$ cat config.mk
export PLATFORM = sky130hd
export DESIGN_NAME = rps_classify_seq_flat
export DESIGN_NICKNAME = d
export VERILOG_FILES = /design/src/rtl/rps_classify_seq_if.sv /design/src/rtl/rps_classify_seq.sv /design/src/flat_wrapper.sv
export SDC_FILE = /design/constraint.sdc
export NUM_CORES = 1
export LEC_CHECK = 0
export ABC_AREA = 1
export ABC_CLOCK_PERIOD_IN_PS = 8109
export BUFFER_PORTS_ARGS = -buffer_cell sky130_fd_sc_hd__buf_2
export CORE_AREA = 5 5 100 102
export DETAILED_ROUTE_END_ITERATION = 6
export DIE_AREA = 0 0 105 107
export PLACE_DENSITY = 0.73
export RECOVER_POWER = 25
export SYNTH_ARGS = -nofsm -noshare
export SYNTH_HDL_FRONTEND = slang
export SYNTH_SLANG_ARGS = --single-unit
$ cat constraint.sdc
create_clock -name clk -period 8.11 [get_ports clk]
set_clock_uncertainty 0.1 [all_clocks]
set_input_delay 2.0275 -clock clk [delete_from_list [all_inputs] [get_ports clk]]
set_output_delay 2.0275 -clock clk [all_outputs]
set_load 0.02 [all_outputs]
$ cat src/rtl/rps_classify_seq_if.sv
// Start/result handshake, extracted features and row-buffer read port of the
// rock-paper-scissors classification sequencer.
interface rps_classify_seq_if #(
    parameter int LENGTH = 32,
    parameter int WIDTH  = 32,
    parameter int LEFT   = 8
);
    localparam int AW  = $clog2(LENGTH);
    localparam int SW  = $clog2(LENGTH * WIDTH + 1);
    localparam int SLW = $clog2(LENGTH * LEFT + 1);
    localparam int LMW = $clog2(WIDTH) + 1;

    logic             start;
    logic             busy;
    logic             row_rd;
    logic [AW-1:0]    row_addr;
    logic [WIDTH-1:0] row_data;
    logic             result_valid;
    logic             result_ack;
    logic [1:0]       result;
    logic [SW-1:0]    sum;
    logic [SLW-1:0]   sum_left;
    logic [LMW-1:0]   leftmost;
    logic [AW-1:0]    num_trans;

    modport slave (
        input  start, row_data, result_ack,
        output busy, row_rd, row_addr, result_valid, result,
               sum, sum_left, leftmost, num_trans
    );

    modport master (
        output start, row_data, result_ack,
        input  busy, row_rd, row_addr, result_valid, result,
               sum, sum_left, leftmost, num_trans
    );
endinterface

$ cat src/rtl/rps_classify_seq.sv
// Two-pass row sequencer: pass 1 gathers pixel counts and the leftmost column,
// pass 2 counts row-to-row transitions at leftmost+SHIFT, then a class is issued.
module rps_classify_seq #(
    parameter int LENGTH = 32,
    parameter int WIDTH  = 32,
    parameter int LEFT   = 8,
    parameter int SHIFT  = 4
) (
    input logic              clk,
    input logic              rst,
    rps_classify_seq_if.slave bus
);
    localparam int AW     = $clog2(LENGTH);
    localparam int SW     = $clog2(LENGTH * WIDTH + 1);
    localparam int SLW    = $clog2(LENGTH * LEFT + 1);
    localparam int LMW    = $clog2(WIDTH) + 1;
    localparam int CW     = $clog2(WIDTH);
    localparam int PW     = $clog2(WIDTH + 1);
    localparam int CNTW   = $clog2(LENGTH + 1);
    localparam int THRESH = (LENGTH * WIDTH) / 50;

    localparam logic [LMW-1:0]   LM_NONE   = '1;
    localparam logic [WIDTH-1:0] LEFT_MASK = {{(WIDTH - LEFT){1'b0}}, {LEFT{1'b1}}};

    typedef enum logic [2:0] {
        S_IDLE,
        S_PASS1,
        S_PASS2,
        S_CLASSIFY,
        S_DONE
    } state_t;

    function automatic logic [PW-1:0] popcount(input logic [WIDTH-1:0] v);
        logic [PW-1:0] r;
        r = '0;
        for (int j = 0; j < WIDTH; j++) begin
            r = r + PW'(v[j]);
        end
        return r;
    endfunction

    // Lowest set column, or all-ones when the row is blank (never wins a min()).
    function automatic logic [LMW-1:0] lowest_set(input logic [WIDTH-1:0] v);
        logic [LMW-1:0] r;
        r = LM_NONE;
        for (int j = WIDTH - 1; j >= 0; j--) begin
            if (v[j]) begin
                r = LMW'(j);
            end
        end
        return r;
    endfunction

    function automatic logic [AW-1:0] sat_inc(input logic [AW-1:0] v);
        return (v == AW'(LENGTH - 1)) ? v : v + AW'(1);
    endfunction

    state_t           state_q, state_d;
    logic [CNTW-1:0]  cnt_q, cnt_d;
    logic             row_rd_q, row_rd_d;
    logic [AW-1:0]    row_addr_q, row_addr_d;
    logic             dvld_q;
    logic [AW-1:0]    drow_q;
    logic             prev_q, prev_d;
    logic [1:0]       result_q, result_d;
    logic [SW-1:0]    sum_q, sum_d;
    logic [SLW-1:0]   sum_left_q, sum_left_d;
    logic [LMW-1:0]   leftmost_q, leftmost_d;
    logic [AW-1:0]    num_trans_q, num_trans_d;

    logic [PW-1:0]    row_pop;
    logic [PW-1:0]    left_pop;
    logic [LMW-1:0]   row_lm;
    logic [LMW:0]     col_sum;
    logic             col_ok;
    logic [CW-1:0]    col_idx;
    logic             col_bit;

    always_comb begin
        state_d     = state_q;
        cnt_d       = cnt_q;
        row_rd_d    = 1'b0;
        row_addr_d  = row_addr_q;
        prev_d      = prev_q;
        result_d    = result_q;
        sum_d       = sum_q;
        sum_left_d  = sum_left_q;
        leftmost_d  = leftmost_q;
        num_trans_d = num_trans_q;

        row_pop  = popcount(bus.row_data);
        left_pop = popcount(bus.row_data & LEFT_MASK);
        row_lm   = lowest_set(bus.row_data);
        col_sum  = {1'b0, leftmost_q} + (LMW + 1)'(SHIFT);
        col_ok   = (leftmost_q != LM_NONE) && (col_sum < (LMW + 1)'(WIDTH));
        col_idx  = col_ok ? col_sum[CW-1:0] : '0;
        col_bit  = bus.row_data[col_idx];

        case (state_q)
            S_IDLE, S_DONE: begin
                if (bus.start) begin
                    state_d     = S_PASS1;
                    cnt_d       = '0;
                    row_rd_d    = 1'b1;
                    row_addr_d  = '0;
                    sum_d       = '0;
                    sum_left_d  = '0;
                    leftmost_d  = LM_NONE;
                    num_trans_d = '0;
                    prev_d      = 1'b0;
                end else if (state_q == S_DONE && bus.result_ack) begin
                    state_d = S_IDLE;
                end
            end

            S_PASS1, S_PASS2: begin
                // Row data lags its read strobe by one cycle; dvld_q/drow_q track it.
                if (dvld_q) begin
                    if (state_q == S_PASS1) begin
                        sum_d      = sum_q + SW'(row_pop);
                        sum_left_d = sum_left_q + SLW'(left_pop);
                        if (row_lm < leftmost_q) begin
                            leftmost_d = row_lm;
                        end
                    end else if (col_ok) begin
                        if (drow_q != '0 && col_bit != prev_q) begin
                            num_trans_d = sat_inc(num_trans_q);
                        end
                        prev_d = col_bit;
                    end
                end

                if (cnt_q == CNTW'(LENGTH)) begin
                    cnt_d = '0;
                    if (state_q == S_PASS1) begin
                        state_d    = S_PASS2;
                        row_rd_d   = 1'b1;
                        row_addr_d = '0;
                    end else begin
                        state_d = S_CLASSIFY;
                    end
                end else begin
                    cnt_d = cnt_q + CNTW'(1);
                    if (cnt_q < CNTW'(LENGTH - 1)) begin
                        row_rd_d   = 1'b1;
                        row_addr_d = row_addr_q + AW'(1);
                    end
                end
            end

            S_CLASSIFY: begin
                state_d = S_DONE;
                if (num_trans_q == AW'(4)) begin
                    result_d = 2'b10;
                end else if (sum_left_q > SLW'(THRESH)) begin
                    result_d = 2'b01;
                end else begin
                    result_d = 2'b00;
                end
            end

            default: begin
                state_d = S_IDLE;
            end
        endcase
    end

    always_ff @(posedge clk) begin
        if (rst) begin
            state_q     <= S_IDLE;
            cnt_q       <= '0;
            row_rd_q    <= 1'b0;
            row_addr_q  <= '0;
            dvld_q      <= 1'b0;
            drow_q      <= '0;
            prev_q      <= 1'b0;
            result_q    <= '0;
            sum_q       <= '0;
            sum_left_q  <= '0;
            leftmost_q  <= LM_NONE;
            num_trans_q <= '0;
        end else begin
            state_q     <= state_d;
            cnt_q       <= cnt_d;
            row_rd_q    <= row_rd_d;
            row_addr_q  <= row_addr_d;
            dvld_q      <= row_rd_q;
            drow_q      <= row_addr_q;
            prev_q      <= prev_d;
            result_q    <= result_d;
            sum_q       <= sum_d;
            sum_left_q  <= sum_left_d;
            leftmost_q  <= leftmost_d;
            num_trans_q <= num_trans_d;
        end
    end

    assign bus.busy         = (state_q == S_PASS1) || (state_q == S_PASS2) ||
                              (state_q == S_CLASSIFY);
    assign bus.result_valid = (state_q == S_DONE);
    assign bus.row_rd       = row_rd_q;
    assign bus.row_addr     = row_addr_q;
    assign bus.result       = result_q;
    assign bus.sum          = sum_q;
    assign bus.sum_left     = sum_left_q;
    assign bus.leftmost     = leftmost_q;
    assign bus.num_trans    = num_trans_q;
endmodule

$ cat src/flat_wrapper.sv
// flat-port wrapper written by rule: the top's interface ports become plain ports
module rps_classify_seq_flat 
#(
    parameter int LENGTH = 32,
    parameter int WIDTH  = 32,
    parameter int LEFT   = 8,
    parameter int SHIFT  = 4
)
  (clk, rst, bus_start, bus_row_data, bus_result_ack, bus_busy, bus_row_rd, bus_row_addr, bus_result_valid, bus_result, bus_sum, bus_sum_left, bus_leftmost, bus_num_trans);
  rps_classify_seq_if #(.LENGTH(LENGTH), .WIDTH(WIDTH), .LEFT(LEFT)) bus_i ();
  input logic clk;
  input logic rst;
  input wire logic [$bits(bus_i.start)-1:0] bus_start;
  input wire logic [$bits(bus_i.row_data)-1:0] bus_row_data;
  input wire logic [$bits(bus_i.result_ack)-1:0] bus_result_ack;
  output wire logic [$bits(bus_i.busy)-1:0] bus_busy;
  output wire logic [$bits(bus_i.row_rd)-1:0] bus_row_rd;
  output wire logic [$bits(bus_i.row_addr)-1:0] bus_row_addr;
  output wire logic [$bits(bus_i.result_valid)-1:0] bus_result_valid;
  output wire logic [$bits(bus_i.result)-1:0] bus_result;
  output wire logic [$bits(bus_i.sum)-1:0] bus_sum;
  output wire logic [$bits(bus_i.sum_left)-1:0] bus_sum_left;
  output wire logic [$bits(bus_i.leftmost)-1:0] bus_leftmost;
  output wire logic [$bits(bus_i.num_trans)-1:0] bus_num_trans;
  assign bus_i.start = bus_start;
  assign bus_i.row_data = bus_row_data;
  assign bus_i.result_ack = bus_result_ack;
  assign bus_busy = bus_i.busy;
  assign bus_row_rd = bus_i.row_rd;
  assign bus_row_addr = bus_i.row_addr;
  assign bus_result_valid = bus_i.result_valid;
  assign bus_result = bus_i.result;
  assign bus_sum = bus_i.sum;
  assign bus_sum_left = bus_i.sum_left;
  assign bus_leftmost = bus_i.leftmost;
  assign bus_num_trans = bus_i.num_trans;
  rps_classify_seq #(.LENGTH(LENGTH), .WIDTH(WIDTH), .LEFT(LEFT), .SHIFT(SHIFT)) u_core (.clk(clk), .rst(rst), .bus(bus_i));
endmodule
==> results of run 1 <==
==> logic make-up after synthesis <==
kind of cell | synth area share
AO/OA/AOI/OAI | 0.1526
XOR/XNOR | 0.01362
adder cells (fa/ha/maj) | 0.2102
buffers and inverters | 0.1287
flip-flops | 0.2446
AND/OR/NAND/NOR | 0.2502
==> how the worst min path moves through the flow <==
stage	to	slack, ns	cells past startpoint
2_1_floorplan	u_core.prev_q	0.36	2
3_3_place_gp	u_core.dvld_q	0.33	2
3_5_place_dp	u_core.dvld_q	0.34	2
4_1_cts	u_core.dvld_q	0.36	2
5_1_grt	u_core.dvld_q	0.39	2
6_report	u_core.dvld_q	0.36	2
==> cell type report <==
cell class	instances	area, µm²	share of cell area
tap	111	138.9	0.02516
clock buffer	6	72.57	0.01315
timing repair buffer	117	691.9	0.1253
clock inverter	2	38.79	0.007026
multi-input combinational	452	2963	0.5367
sequential	55	1101	0.1995
inverter	137	514.2	0.09316
==> Yosys cell counts, types with 3 or more instances <==
library cell | count | share of area
sky130_fd_sc_hd__a21oi_2 | 3 | 0.0058
sky130_fd_sc_hd__ha_1 | 34 | 0.095
sky130_fd_sc_hd__fa_1 | 26 | 0.12
sky130_fd_sc_hd__o21ai_0 | 23 | 0.026
sky130_fd_sc_hd__dfxtp_1 | 55 | 0.24
sky130_fd_sc_hd__inv_2 | 10 | 0.0083
sky130_fd_sc_hd__nand2_1 | 133 | 0.11
sky130_fd_sc_hd__a31oi_1 | 5 | 0.0070
sky130_fd_sc_hd__nor3b_1 | 4 | 0.0067
sky130_fd_sc_hd__nor2_1 | 68 | 0.057
sky130_fd_sc_hd__nand3_1 | 23 | 0.026
sky130_fd_sc_hd__o21ai_1 | 27 | 0.030
sky130_fd_sc_hd__inv_1 | 125 | 0.10
sky130_fd_sc_hd__clkbuf_1 | 8 | 0.0067
sky130_fd_sc_hd__nor3_1 | 18 | 0.020
sky130_fd_sc_hd__xnor2_1 | 5 | 0.0097
sky130_fd_sc_hd__o211ai_1 | 9 | 0.015
sky130_fd_sc_hd__a22oi_1 | 3 | 0.0050
sky130_fd_sc_hd__a21oi_1 | 43 | 0.048
sky130_fd_sc_hd__or2_2 | 3 | 0.0042
==> timing repair <==
action / 4_1_cts / 5_1_grt
pin swaps: 13 / 11
endpoints found under the setup margin: 4 / 8
endpoints found under the hold margin: 0 / 0
hold buffers: 0 / 0
setup buffers: 13 / 4
resized for setup: 11 / 19
==> power by group through the flow <==
stage / logic, mW / registers, mW / clock network, mW
5_1_grt: 2.47 / 0.378 / 0.204
6_report: 2.23 / 0.372 / 0.191
4_1_cts: 1.91 / 0.370 / 0.193
3_5_place_dp: 1.74 / 0.374 / 0
3_3_place_gp: 1.68 / 0.372 / 0
2_1_floorplan: 1.20 / 0.410 / 0
==> stage by stage <==
stage | TNS [ns] | setup WS (ns) | utilization | cell area (µm²)
floorplan | -0.4421 | -0.1863 | - | 4526
global placement | -2.377 | -0.5540 | 0.5720 | 5160
detailed placement | -2.714 | -0.6174 | 0.5720 | 5160
CTS | -0.5889 | -0.1661 | 0.6012 | 5424
global route | -1.963 | -0.4215 | 0.6119 | 5520
finish | -0.7501 | -0.2035 | 0.6119 | 5520
==> registers in the layout (all words and copies together), names as in the netlist <==
| name | count |
|---|---|
| u_core.bus.sum | 11 |
| u_core.bus.sum_left | 9 |
| u_core.bus.leftmost | 6 |
| u_core.cnt_q | 6 |
| u_core.bus.num_trans | 5 |
| u_core.bus.row_addr | 5 |
| u_core.drow_q | 5 |
| u_core.state_q | 3 |
| u_core.bus.result | 2 |
| u_core.bus.row_rd | 1 |
| u_core.dvld_q | 1 |
| u_core.prev_q | 1 |
==> worst max-delay path, delay by kind of cell <==
family / cells / cell delay (ns)
simple gates: 7 / 0.57
fa+ha+maj: 11 / 4.78
compound gates: 5 / 0.71
buf+inv: 6 / 0.35
==> layer usage <==
| metal | track usage | vias up | routed length (µm) |
|---|---|---|---|
| met5 | 0 | - | 0 |
| met4 | 0.04658 | 0 | 165 |
| met3 | 0.03672 | 16 | 581 |
| met2 | 0.3835 | 101 | 6101 |
| met1 | 0.2544 | 2083 | 5127 |
| li1 | - | 2294 | - |
==> layout by cell type, fill, tap and decap left out, drive strengths merged, types with 5 or more instances in the layout <==
master / instances
nor3b: 5
buf: 107
dfxtp: 55
nor3: 19
nor2: 70
a31oi: 5
o211ai: 9
fa: 26
nand3: 23
inv: 136
ha: 34
nand2: 135
o21ai: 50
xnor2: 5
a21oi: 46
clkbuf: 16
==> impl_metrics.prom, run 1 <==
# TYPE chip_impl_metric gauge
chip_impl_info{name="outcome",value="complete, but fails checks"} 1
chip_impl_info{name="failed_checks",value="setup timing"} 1
chip_impl_metric{name="switchingPower",unit="mW"} 1.387
chip_impl_metric{name="fmax",unit="MHz"} 120.3
chip_impl_metric{name="die_width",unit="µm"} 105
chip_impl_metric{name="power.share.sequential",unit=""} 0.133
chip_impl_metric{name="grt_pass1_vias",unit=""} 4414
chip_impl_metric{name="regToRegSetupSlack",unit="ns"} 4.71
chip_impl_info{name="clockRootBuffer",value="sky130_fd_sc_hd__clkbuf_8"} 1
chip_impl_metric{name="cts_inserted_buffers",unit=""} 5
chip_impl_metric{name="io_pins",unit=""} 77
chip_impl_metric{name="timing.critical_path.slowest_cell_delay",unit="ns"} 0.57
chip_impl_info{name="worst_r2r_endpoint",value="u_core.bus.num_trans[3]"} 1
chip_impl_metric{name="yosysSeqAreaShare",unit=""} 0.2446
chip_impl_info{name="rsz_0062_raised_after_global_routing",value="yes"} 1
chip_impl_metric{name="num-fill-cells",unit=""} 828
chip_impl_metric{name="power.leakage",unit="nW"} 2.674
chip_impl_metric{name="port-buffer-count",unit=""} 76
chip_impl_metric{name="drtPass1Iterations",unit=""} 5
chip_impl_metric{name="dieArea",unit="µm²"} 11240
chip_impl_info{name="cp-startpoint",value="bus_row_data[0]"} 1
chip_impl_metric{name="gpl.final_weighted_congestion",unit=""} 0.9255
chip_impl_metric{name="std_cell_core_area",unit="µm²"} 9021
chip_impl_metric{name="synth_cell_type_count",unit=""} 42
chip_impl_metric{name="areaGrowthSynthToFinish",unit="%"} 22.66
chip_impl_metric{name="hpwl",unit="µm"} 9308
chip_impl_metric{name="cap_viol_max_count",unit=""} 0
chip_impl_metric{name="pin_count_of_the_biggest_net_entering_global_routing",unit=""} 33
chip_impl_metric{name="clock_path_buffers",unit=""} 2
chip_impl_metric{name="grt.total_usage",unit=""} 0.2091
chip_impl_metric{name="total_length_of_routed_wires",unit="µm"} 11980
chip_impl_metric{name="clock_sink_count",unit=""} 55
chip_impl_metric{name="final.period_utilization",unit=""} 1.025
chip_impl_info{name="timing.critical_path.mode_cell",value="sky130_fd_sc_hd__fa_1"} 1
chip_impl_metric{name="clkPwrFrac",unit=""} 0.068
chip_impl_metric{name="drv_slew",unit=""} 0
chip_impl_info{name="tritoncts_clock_tree",value="built"} 1
chip_impl_metric{name="gr-total-overflow",unit=""} 0
chip_impl_metric{name="syn-cell-area",unit="µm²"} 4501
chip_impl_metric{name="grt_antenna_before_repair",unit=""} 0
chip_impl_metric{name="crit_path_max_fanout",unit=""} 2
chip_impl_info{name="ys.flop_type",value="sky130_fd_sc_hd__dfxtp_1"} 1
chip_impl_metric{name="worstPathRequired",unit="ns"} 8.23
chip_impl_metric{name="final.setup.worst_slack",unit="ns"} -0.2035
chip_impl_metric{name="internal_power",unit="mW"} 1.409
chip_impl_info{name="critical_path.slowest_cell",value="sky130_fd_sc_hd__fa_2"} 1
chip_impl_metric{name="normalized_max_slew_margin",unit=""} 0.2803
chip_impl_metric{name="die_h",unit="µm"} 107
chip_impl_metric{name="irDropWorstVdd",unit="µV"} 415.5
chip_impl_metric{name="nNetsFinal",unit=""} 864
chip_impl_metric{name="switching_share",unit=""} 0.4960
chip_impl_info{name="critPathLaunchType",value="input pin"} 1
chip_impl_metric{name="initial_core_util",unit=""} 0.4989
chip_impl_metric{name="postSynth.asyncResetShare",unit=""} 0
chip_impl_metric{name="reg2regPathDepth",unit=""} 23
chip_impl_metric{name="clk_pin_slew_worst_paths",unit="ns"} 0.11
chip_impl_metric{name="post-layout-total-power",unit="mW"} 2.796
chip_impl_metric{name="power_frac_comb",unit=""} 0.799
chip_impl_metric{name="cts_htree_levels",unit=""} 2
chip_impl_metric{name="final_layout_size_suffix_gt1_frac",unit=""} 0.2159
chip_impl_metric{name="net_count_after_synthesis",unit=""} 752
chip_impl_metric{name="final_hold_viol_count",unit=""} 0
chip_impl_metric{name="syn-instance-count",unit=""} 656
chip_impl_metric{name="grt_pass1_wl",unit="µm"} 19760
chip_impl_metric{name="post_layout_nonfiller_instances",unit=""} 880
chip_impl_metric{name="yosys_warnings",unit=""} 0
chip_impl_info{name="setup.worst_path.end",value="u_core.bus.sum[9]"} 1
chip_impl_metric{name="drcViolationCount",unit=""} 0
chip_impl_metric{name="report.final.setup_viol",unit=""} 6
chip_impl_metric{name="number_of_enable_type_register_cells_in_the_synthesized_netlist",unit=""} 0
chip_impl_metric{name="ys_seq_elements",unit=""} 55
chip_impl_metric{name="via_per_instance_ratio",unit=""} 5.107
chip_impl_info{name="timing.hold.worst.class",value="reg -> reg"} 1
chip_impl_metric{name="worst_slew_pin_slew",unit="ns"} 1.080
chip_impl_metric{name="postSynthAreaPerCell",unit="µm²"} 6.861
chip_impl_metric{name="placed_cells",unit=""} 855
chip_impl_info{name="worstSetupPathType",value="in -> reg"} 1
chip_impl_metric{name="worst-endpoint-arrival",unit="ns"} 8.43
chip_impl_info{name="timing.rr.start",value="u_core.bus.leftmost[2]"} 1
chip_impl_metric{name="fin_worst_hold_slack",unit="ns"} 0.3550
chip_impl_metric{name="insertion_delay",unit="ns"} 0.32
chip_impl_metric{name="wl_per_cell",unit="µm"} 13.61
chip_impl_metric{name="floorplan.rows",unit=""} 35
chip_impl_info{name="worstHoldStart",value="u_core.bus.row_rd"} 1
chip_impl_info{name="critical_path.endpoint_type",value="flop"} 1
chip_impl_metric{name="drt_iter0_markers",unit=""} 162
chip_impl_metric{name="drt.antenna.violating_nets",unit=""} 0
chip_impl_metric{name="power.density",unit="nW/µm²"} 506.6
chip_impl_metric{name="num_vias",unit=""} 4494
chip_impl_metric{name="insertedDiodeCount",unit=""} 0
chip_impl_metric{name="period_needed",unit="ns"} 8.314
(Power assumes the default switching activity.)
==> inputs of run 2 (changes only) <==
==> constraint.sdc (replaced) <==
create_clock -name clk -period 8.11 [get_ports clk]
set_clock_uncertainty 0.1 [all_clocks]
set_input_delay 0.4055 -clock clk [delete_from_list [all_inputs] [get_ports clk]]
set_output_delay 0.4055 -clock clk [all_outputs]
set_load 0.02 [all_outputs]
==> impl_metrics.prom, run 2 (same netlist as run 1, synthesis figures left out) <==
# TYPE chip_impl_metric gauge
chip_impl_metric{name="worst-endpoint-arrival",unit="ns"} 7.16
chip_impl_info{name="timing.rr.start",value="u_core.bus.leftmost[2]"} 1
chip_impl_metric{name="final_layout_size_suffix_gt1_frac",unit=""} 0.1221
chip_impl_metric{name="areaGrowthSynthToFinish",unit="%"} 12.04
chip_impl_metric{name="period_needed",unit="ns"} 7.034
chip_impl_metric{name="regToRegSetupSlack",unit="ns"} 4.72
chip_impl_metric{name="switching_share",unit=""} 0.5346
chip_impl_metric{name="grt_antenna_before_repair",unit=""} 0
chip_impl_info{name="rsz_0062_raised_after_global_routing",value="no"} 1
chip_impl_metric{name="hpwl",unit="µm"} 8986
chip_impl_info{name="layout_common_cells",value="133 x sky130_fd_sc_hd__nand2_1, 125 x sky130_fd_sc_hd__inv_1, 68 x sky130_fd_sc_hd__nor2_1"} 1
chip_impl_metric{name="pin_count_of_the_biggest_net_entering_global_routing",unit=""} 33
chip_impl_info{name="layout_commonest_cell",value="sky130_fd_sc_hd__nand2_1"} 1
chip_impl_metric{name="std_cell_core_area",unit="µm²"} 9021
chip_impl_metric{name="timing.critical_path.slowest_cell_delay",unit="ns"} 0.58
chip_impl_metric{name="cts_setup_buffers",unit=""} 0
chip_impl_metric{name="cap_viol_max_count",unit=""} 0
chip_impl_metric{name="clkPwrFrac",unit=""} 0.081
chip_impl_metric{name="worst_slew_pin_slew",unit="ns"} 1.137
chip_impl_metric{name="wl_per_cell",unit="µm"} 12.75
chip_impl_metric{name="fmax",unit="MHz"} 142.2
chip_impl_metric{name="initial_core_util",unit=""} 0.4989
chip_impl_metric{name="drt_iter0_markers",unit=""} 239
chip_impl_metric{name="reg2regPathDepth",unit=""} 23
chip_impl_metric{name="worstPathBufferInverterCount",unit=""} 5
chip_impl_info{name="worst_r2r_endpoint",value="u_core.bus.num_trans[3]"} 1
chip_impl_metric{name="grt_pass1_vias",unit=""} 4315
chip_impl_metric{name="final_hold_viol_count",unit=""} 0
chip_impl_metric{name="die_width",unit="µm"} 105
chip_impl_metric{name="drcViolationCount",unit=""} 0
chip_impl_metric{name="power.density",unit="nW/µm²"} 416.2
chip_impl_metric{name="clock_sink_count",unit=""} 55
chip_impl_metric{name="final.period_utilization",unit=""} 0.8673
chip_impl_metric{name="clock_path_buffers",unit=""} 2
chip_impl_metric{name="num-fill-cells",unit=""} 919
chip_impl_metric{name="crit_path_max_fanout",unit=""} 4
chip_impl_metric{name="port-buffer-count",unit=""} 76
chip_impl_metric{name="setup_slack_at_placement",unit="ns"} 0.7177
chip_impl_metric{name="irDropWorstVdd",unit="µV"} 294.2
chip_impl_metric{name="post_cts_hold_buffer_count",unit=""} 0
chip_impl_metric{name="insertion_delay",unit="ns"} 0.32
chip_impl_metric{name="setup-tns-final",unit="ns"} 0
chip_impl_metric{name="clk_pin_slew_worst_paths",unit="ns"} 0.12
chip_impl_metric{name="largest_register_ffs",unit=""} 11
chip_impl_metric{name="final.setup.worst_slack",unit="ns"} 1.076
chip_impl_metric{name="power.share.sequential",unit=""} 0.175
chip_impl_info{name="endpoint_of_the_worst_hold_timing_path",value="u_core.dvld_q"} 1
chip_impl_info{name="critPathLaunchType",value="input pin"} 1
chip_impl_metric{name="insertedDiodeCount",unit=""} 0
chip_impl_metric{name="grt_pass1_wl",unit="µm"} 18840
chip_impl_metric{name="cts_inserted_buffers",unit=""} 5
chip_impl_info{name="worstHoldStart",value="u_core.bus.row_rd"} 1
chip_impl_info{name="timing.hold.worst.class",value="reg -> reg"} 1
chip_impl_metric{name="power_frac_comb",unit=""} 0.744
chip_impl_info{name="cpLargestDelayFamily",value="adder cells"} 1
chip_impl_metric{name="fin_worst_hold_slack",unit="ns"} 0.3457
chip_impl_metric{name="floorplan.rows",unit=""} 35
chip_impl_metric{name="die_h",unit="µm"} 107
chip_impl_info{name="worstSetupPathType",value="in -> reg"} 1
chip_impl_metric{name="worstPathRequired",unit="ns"} 8.23
chip_impl_metric{name="dieArea",unit="µm²"} 11240
chip_impl_metric{name="gpl.final_weighted_congestion",unit=""} 0.9079
chip_impl_info{name="outcome",value="completed"} 1
chip_impl_metric{name="internal_power",unit="µW"} 976.8
chip_impl_metric{name="switchingPower",unit="mW"} 1.122
chip_impl_metric{name="nNetsFinal",unit=""} 824
chip_impl_info{name="critical_path.slowest_cell",value="sky130_fd_sc_hd__fa_1"} 1
chip_impl_metric{name="via_per_instance_ratio",unit=""} 5.130
chip_impl_metric{name="power.leakage",unit="nW"} 2.449
chip_impl_metric{name="cts.repair.resized",unit=""} 0
chip_impl_metric{name="drtPass1Iterations",unit=""} 4
chip_impl_info{name="tritoncts_clock_tree",value="built"} 1
chip_impl_metric{name="total_length_of_routed_wires",unit="µm"} 10710
chip_impl_metric{name="gr-total-overflow",unit=""} 0
chip_impl_metric{name="normalized_max_slew_margin",unit=""} 0.2420
chip_impl_info{name="timing.critical_path.mode_cell",value="sky130_fd_sc_hd__fa_1"} 1
chip_impl_metric{name="grt.total_usage",unit=""} 0.1974
chip_impl_metric{name="hold-path-cell-count",unit=""} 2
chip_impl_info{name="clockRootBuffer",value="sky130_fd_sc_hd__clkbuf_8"} 1
chip_impl_metric{name="cts_htree_levels",unit=""} 2
chip_impl_metric{name="drv_slew",unit=""} 0
chip_impl_info{name="critical_path.endpoint_type",value="flop"} 1
chip_impl_metric{name="report.final.setup_viol",unit=""} 0
chip_impl_metric{name="drt.antenna.violating_nets",unit=""} 0
chip_impl_metric{name="num_vias",unit=""} 4309
chip_impl_metric{name="io_pins",unit=""} 77
## run 2: final cells by class
| type | instances | area, µm² | area share |
|---|---|---|---|
| repair buffers | 77 | 365.4 | 0.07246 |
| clock buffers | 5 | 68.82 | 0.01365 |
| flip-flops and latches | 55 | 1101 | 0.2184 |
| multi-input cells | 452 | 2820 | 0.5593 |
| well taps | 111 | 138.9 | 0.02754 |
| clock inverters | 3 | 33.78 | 0.006700 |
| inverters | 137 | 514.2 | 0.1020 |
## run 2: how the worst max path moves through the flow
stage / depth (start not counted) / endpoint / slack (ns) / from
6_report: 25 / u_core.bus.sum[10] / 1.08 / bus_row_data[0]
5_1_grt: 29 / u_core.bus.sum[10] / 0.63 / bus_row_data[0]
4_1_cts: 29 / u_core.bus.sum[10] / 1.05 / bus_row_data[0]
3_5_place_dp: 29 / u_core.bus.sum[10] / 0.72 / bus_row_data[0]
3_3_place_gp: 25 / u_core.bus.sum[10] / 0.82 / bus_row_data[0]
2_1_floorplan: 24 / u_core.bus.sum[10] / 1.24 / bus_row_data[0]
## run 2: tightest hold or removal path, cell delays in order (launching register included)
cell and delay (ns):
sky130_fd_sc_hd__dfxtp_1 0.33, sky130_fd_sc_hd__inv_1 0.05, sky130_fd_sc_hd__nor2_1 0.03
## run 2: routing by layer
layer | global-route usage | wire length [µm]
met1 | 0.2552 | 4931
met2 | 0.3431 | 5055
met3 | 0.03612 | 628
met4 | 0.04292 | 92
met5 | 0 | 0
## run 2: stage by stage
stage / cells / util / area, µm² / total power, mW
6_report: 840 / 0.5589 / 5042 / 2.099
5_1_grt: 840 / 0.5589 / 5042 / 2.363
4_1_cts: 840 / 0.5614 / 5065 / 2.118
3_5_place_dp: 832 / 0.5501 / 4962 / 1.937
3_3_place_gp: 832 / 0.5501 / 4962 / 1.854
2_1_floorplan: 656 / - / 4501 / 1.610
## run 2: power groups by stage
stage / clock, mW / sequential, mW / combinational, mW
global route: 0.186 / 0.377 / 1.80
floorplan: 0 / 0.410 / 1.20
detailed placement: 0 / 0.374 / 1.56
global placement: 0 / 0.372 / 1.48
finish: 0.170 / 0.368 / 1.56
CTS: 0.176 / 0.368 / 1.57
==> inputs of run 3 (changes only) <==
Settings changed: ABC_CLOCK_PERIOD_IN_PS 8109 to 7700, CORE_AREA 5 5 100 102 to 5 5 95 97, DIE_AREA 0 0 105 107 to 0 0 100 102, PLACE_DENSITY 0.73 to 0.77, SETUP_SLACK_MARGIN set to 0.05.
Clock period 8.11 ns to 7.7 ns, I/O delays scaled along.
==> impl_metrics.prom, run 3 (same netlist as run 1, synthesis figures left out) <==
# TYPE chip_impl_metric gauge
chip_impl_metric{name="wl_per_cell",unit="µm"} 12.57
chip_impl_metric{name="drcViolationCount",unit=""} 0
chip_impl_metric{name="worst_slew_pin_slew",unit="ns"} 1.080
chip_impl_metric{name="report.final.setup_viol",unit=""} 0
chip_impl_metric{name="floorplan.rows",unit=""} 33
chip_impl_metric{name="grt_use_met3",unit=""} 0.03754
chip_impl_info{name="timing.hold.worst.class",value="reg -> reg"} 1
chip_impl_metric{name="cts_inserted_buffers",unit=""} 5
chip_impl_metric{name="die_h",unit="µm"} 102
chip_impl_metric{name="gr-total-overflow",unit=""} 0
chip_impl_metric{name="drv_slew",unit=""} 0
chip_impl_metric{name="regToRegSetupSlack",unit="ns"} 4.25
chip_impl_metric{name="hpwl",unit="µm"} 8709
chip_impl_info{name="tritoncts_clock_tree",value="built"} 1
chip_impl_metric{name="num_vias",unit=""} 4248
chip_impl_metric{name="insertedDiodeCount",unit=""} 0
chip_impl_metric{name="pin_count_of_the_biggest_net_entering_global_routing",unit=""} 33
chip_impl_metric{name="fmax",unit="MHz"} 142.8
chip_impl_info{name="layout_commonest_cell",value="sky130_fd_sc_hd__nand2_1"} 1
chip_impl_info{name="rsz_0062_raised_after_global_routing",value="no"} 1
chip_impl_metric{name="total_length_of_routed_wires",unit="µm"} 10480
chip_impl_info{name="layout_common_cells",value="133 x sky130_fd_sc_hd__nand2_1, 125 x sky130_fd_sc_hd__inv_1, 68 x sky130_fd_sc_hd__nor2_1"} 1
chip_impl_metric{name="grt_pass1_vias",unit=""} 4079
chip_impl_metric{name="port-buffer-count",unit=""} 76
chip_impl_metric{name="post_layout_nonfiller_instances",unit=""} 834
chip_impl_metric{name="nNetsFinal",unit=""} 824
chip_impl_metric{name="io_pins",unit=""} 77
chip_impl_metric{name="grt_pass1_wl",unit="µm"} 17990
chip_impl_metric{name="initial_core_util",unit=""} 0.5590
chip_impl_metric{name="worstPathBufferInverterCount",unit=""} 5
chip_impl_metric{name="crit_path_max_fanout",unit=""} 3
chip_impl_metric{name="power.leakage",unit="nW"} 2.442
chip_impl_metric{name="drt_iter0_markers",unit=""} 138
chip_impl_metric{name="setup-tns-final",unit="ns"} 0
chip_impl_metric{name="power.density",unit="nW/µm²"} 434.9
chip_impl_metric{name="dieArea",unit="µm²"} 10200
chip_impl_info{name="worst_r2r_endpoint",value="u_core.bus.num_trans[3]"} 1
chip_impl_metric{name="irDropWorstVdd",unit="µV"} 349.9
chip_impl_metric{name="drtPass1Iterations",unit=""} 4
chip_impl_metric{name="worstPathRequired",unit="ns"} 7.81
chip_impl_info{name="timing.critical_path.mode_cell",value="sky130_fd_sc_hd__fa_1"} 1
chip_impl_metric{name="period_needed",unit="ns"} 7.004
chip_impl_metric{name="final_layout_size_suffix_gt1_frac",unit=""} 0.1221
chip_impl_metric{name="drt.antenna.violating_nets",unit=""} 0
chip_impl_metric{name="final_hold_viol_count",unit=""} 0
chip_impl_metric{name="areaGrowthSynthToFinish",unit="%"} 11.68
chip_impl_metric{name="clock_sink_count",unit=""} 55
chip_impl_metric{name="cts_setup_buffers",unit=""} 0
chip_impl_metric{name="largest_register_ffs",unit=""} 11
chip_impl_metric{name="globalRouteMet2Util",unit=""} 0.3704
chip_impl_metric{name="fin_worst_hold_slack",unit="ns"} 0.3499
chip_impl_metric{name="reg2regPathDepth",unit=""} 23
chip_impl_info{name="critical_path.endpoint_type",value="flop"} 1
chip_impl_metric{name="timing.critical_path.slowest_cell_delay",unit="ns"} 0.59
chip_impl_metric{name="met1_usage_grt",unit=""} 0.2779
chip_impl_metric{name="worst-endpoint-arrival",unit="ns"} 7.11
chip_impl_info{name="critical_path.slowest_cell",value="sky130_fd_sc_hd__fa_1"} 1
chip_impl_metric{name="clk_pin_slew_worst_paths",unit="ns"} 0.11
chip_impl_metric{name="placed_cells",unit=""} 826
chip_impl_metric{name="normalized_max_slew_margin",unit=""} 0.2802
chip_impl_info{name="worstHoldStart",value="u_core.bus.row_rd"} 1
chip_impl_metric{name="insertion_delay",unit="ns"} 0.32
chip_impl_metric{name="post_cts_hold_buffer_count",unit=""} 0
chip_impl_info{name="timing.rr.start",value="u_core.bus.leftmost[2]"} 1
chip_impl_metric{name="cap_viol_max_count",unit=""} 0
chip_impl_metric{name="via_per_instance_ratio",unit=""} 5.094
chip_impl_info{name="endpoint_of_the_worst_hold_timing_path",value="u_core.dvld_q"} 1
chip_impl_metric{name="final.period_utilization",unit=""} 0.9096
chip_impl_metric{name="core_utilization_of_the_finished_layout",unit=""} 0.6242
chip_impl_info{name="busiest_layer",value="met2"} 1
chip_impl_metric{name="die_width",unit="µm"} 100
chip_impl_metric{name="grt.total_usage",unit=""} 0.2133
chip_impl_metric{name="hold-path-cell-count",unit=""} 2
chip_impl_info{name="critPathLaunchType",value="input pin"} 1
chip_impl_metric{name="gpl.final_weighted_congestion",unit=""} 0.9301
chip_impl_metric{name="std_cell_core_area",unit="µm²"} 8051
chip_impl_info{name="cpLargestDelayFamily",value="adder cells"} 1
chip_impl_metric{name="cts.repair.resized",unit=""} 0
chip_impl_info{name="clockRootBuffer",value="sky130_fd_sc_hd__clkbuf_8"} 1
chip_impl_info{name="worstSetupPathType",value="in -> reg"} 1
chip_impl_metric{name="grt_antenna_before_repair",unit=""} 0
chip_impl_info{name="outcome",value="completed"} 1
chip_impl_metric{name="cts_htree_levels",unit=""} 2
chip_impl_metric{name="post-layout-total-power",unit="mW"} 2.186
chip_impl_metric{name="clock_path_buffers",unit=""} 2
## run 3: cell types whose count changed in the layout (fill, tap and decap cells not counted)
| cell | delta |
|---|---|
| sky130_fd_sc_hd__clkinvlp_4 | +1 |
| sky130_fd_sc_hd__clkinv_8 | -1 |
## run 3: per-layer routing
layer | part of all wire | vias to the layer above | wire length [µm]
li1 | - | 2217 | -
met1 | 0.47 | 1925 | 4896
met2 | 0.46 | 91 | 4844
met3 | 0.054 | 15 | 564
met4 | 0.017 | 0 | 178
met5 | 0 | - | 0
## run 3: power by group
group          switching, mW  internal [mW]
registers             0.0481          0.339
logic                   1.01          0.615
clock network          0.104         0.0666
total                   1.16           1.02
## run 3: cell type report
type / instances / area (µm²)
inverter: 137 / 514.2
multi-input combinational: 452 / 2820
clock inverter: 3 / 25.02
clock buffer: 5 / 68.82
tap: 105 / 131.4
fill: 781 / 3025
timing repair buffer: 77 / 365.4
sequential: 55 / 1101
## run 3: worst max-delay path by stage
stage / end / cells after the start / slack (ns) / startpoint
2_1_floorplan: u_core.bus.sum[10] / 24 / 0.85 / bus_row_data[0]
3_3_place_gp: u_core.bus.sum[10] / 25 / 0.45 / bus_row_data[1]
3_5_place_dp: u_core.bus.sum[10] / 25 / 0.35 / bus_row_data[1]
4_1_cts: u_core.bus.sum[10] / 25 / 0.67 / bus_row_data[1]
5_1_grt: u_core.bus.sum[10] / 29 / 0.34 / bus_row_data[0]
6_report: u_core.bus.sum[10] / 25 / 0.70 / bus_row_data[1]
## run 3: tightest hold or removal path: stages, from the launching register on
cell and delay [ns]:
sky130_fd_sc_hd__dfxtp_1 0.33, sky130_fd_sc_hd__inv_1 0.05, sky130_fd_sc_hd__nor2_1 0.03
## run 3: per-stage QoR
step / setup slack, ns / area (µm²)
5_1_grt: 0.3373 / 5026
2_1_floorplan: 0.8496 / 4501
3_5_place_dp: 0.3550 / 4955
3_3_place_gp: 0.4471 / 4955
6_report: 0.6964 / 5026
4_1_cts: 0.6747 / 5049
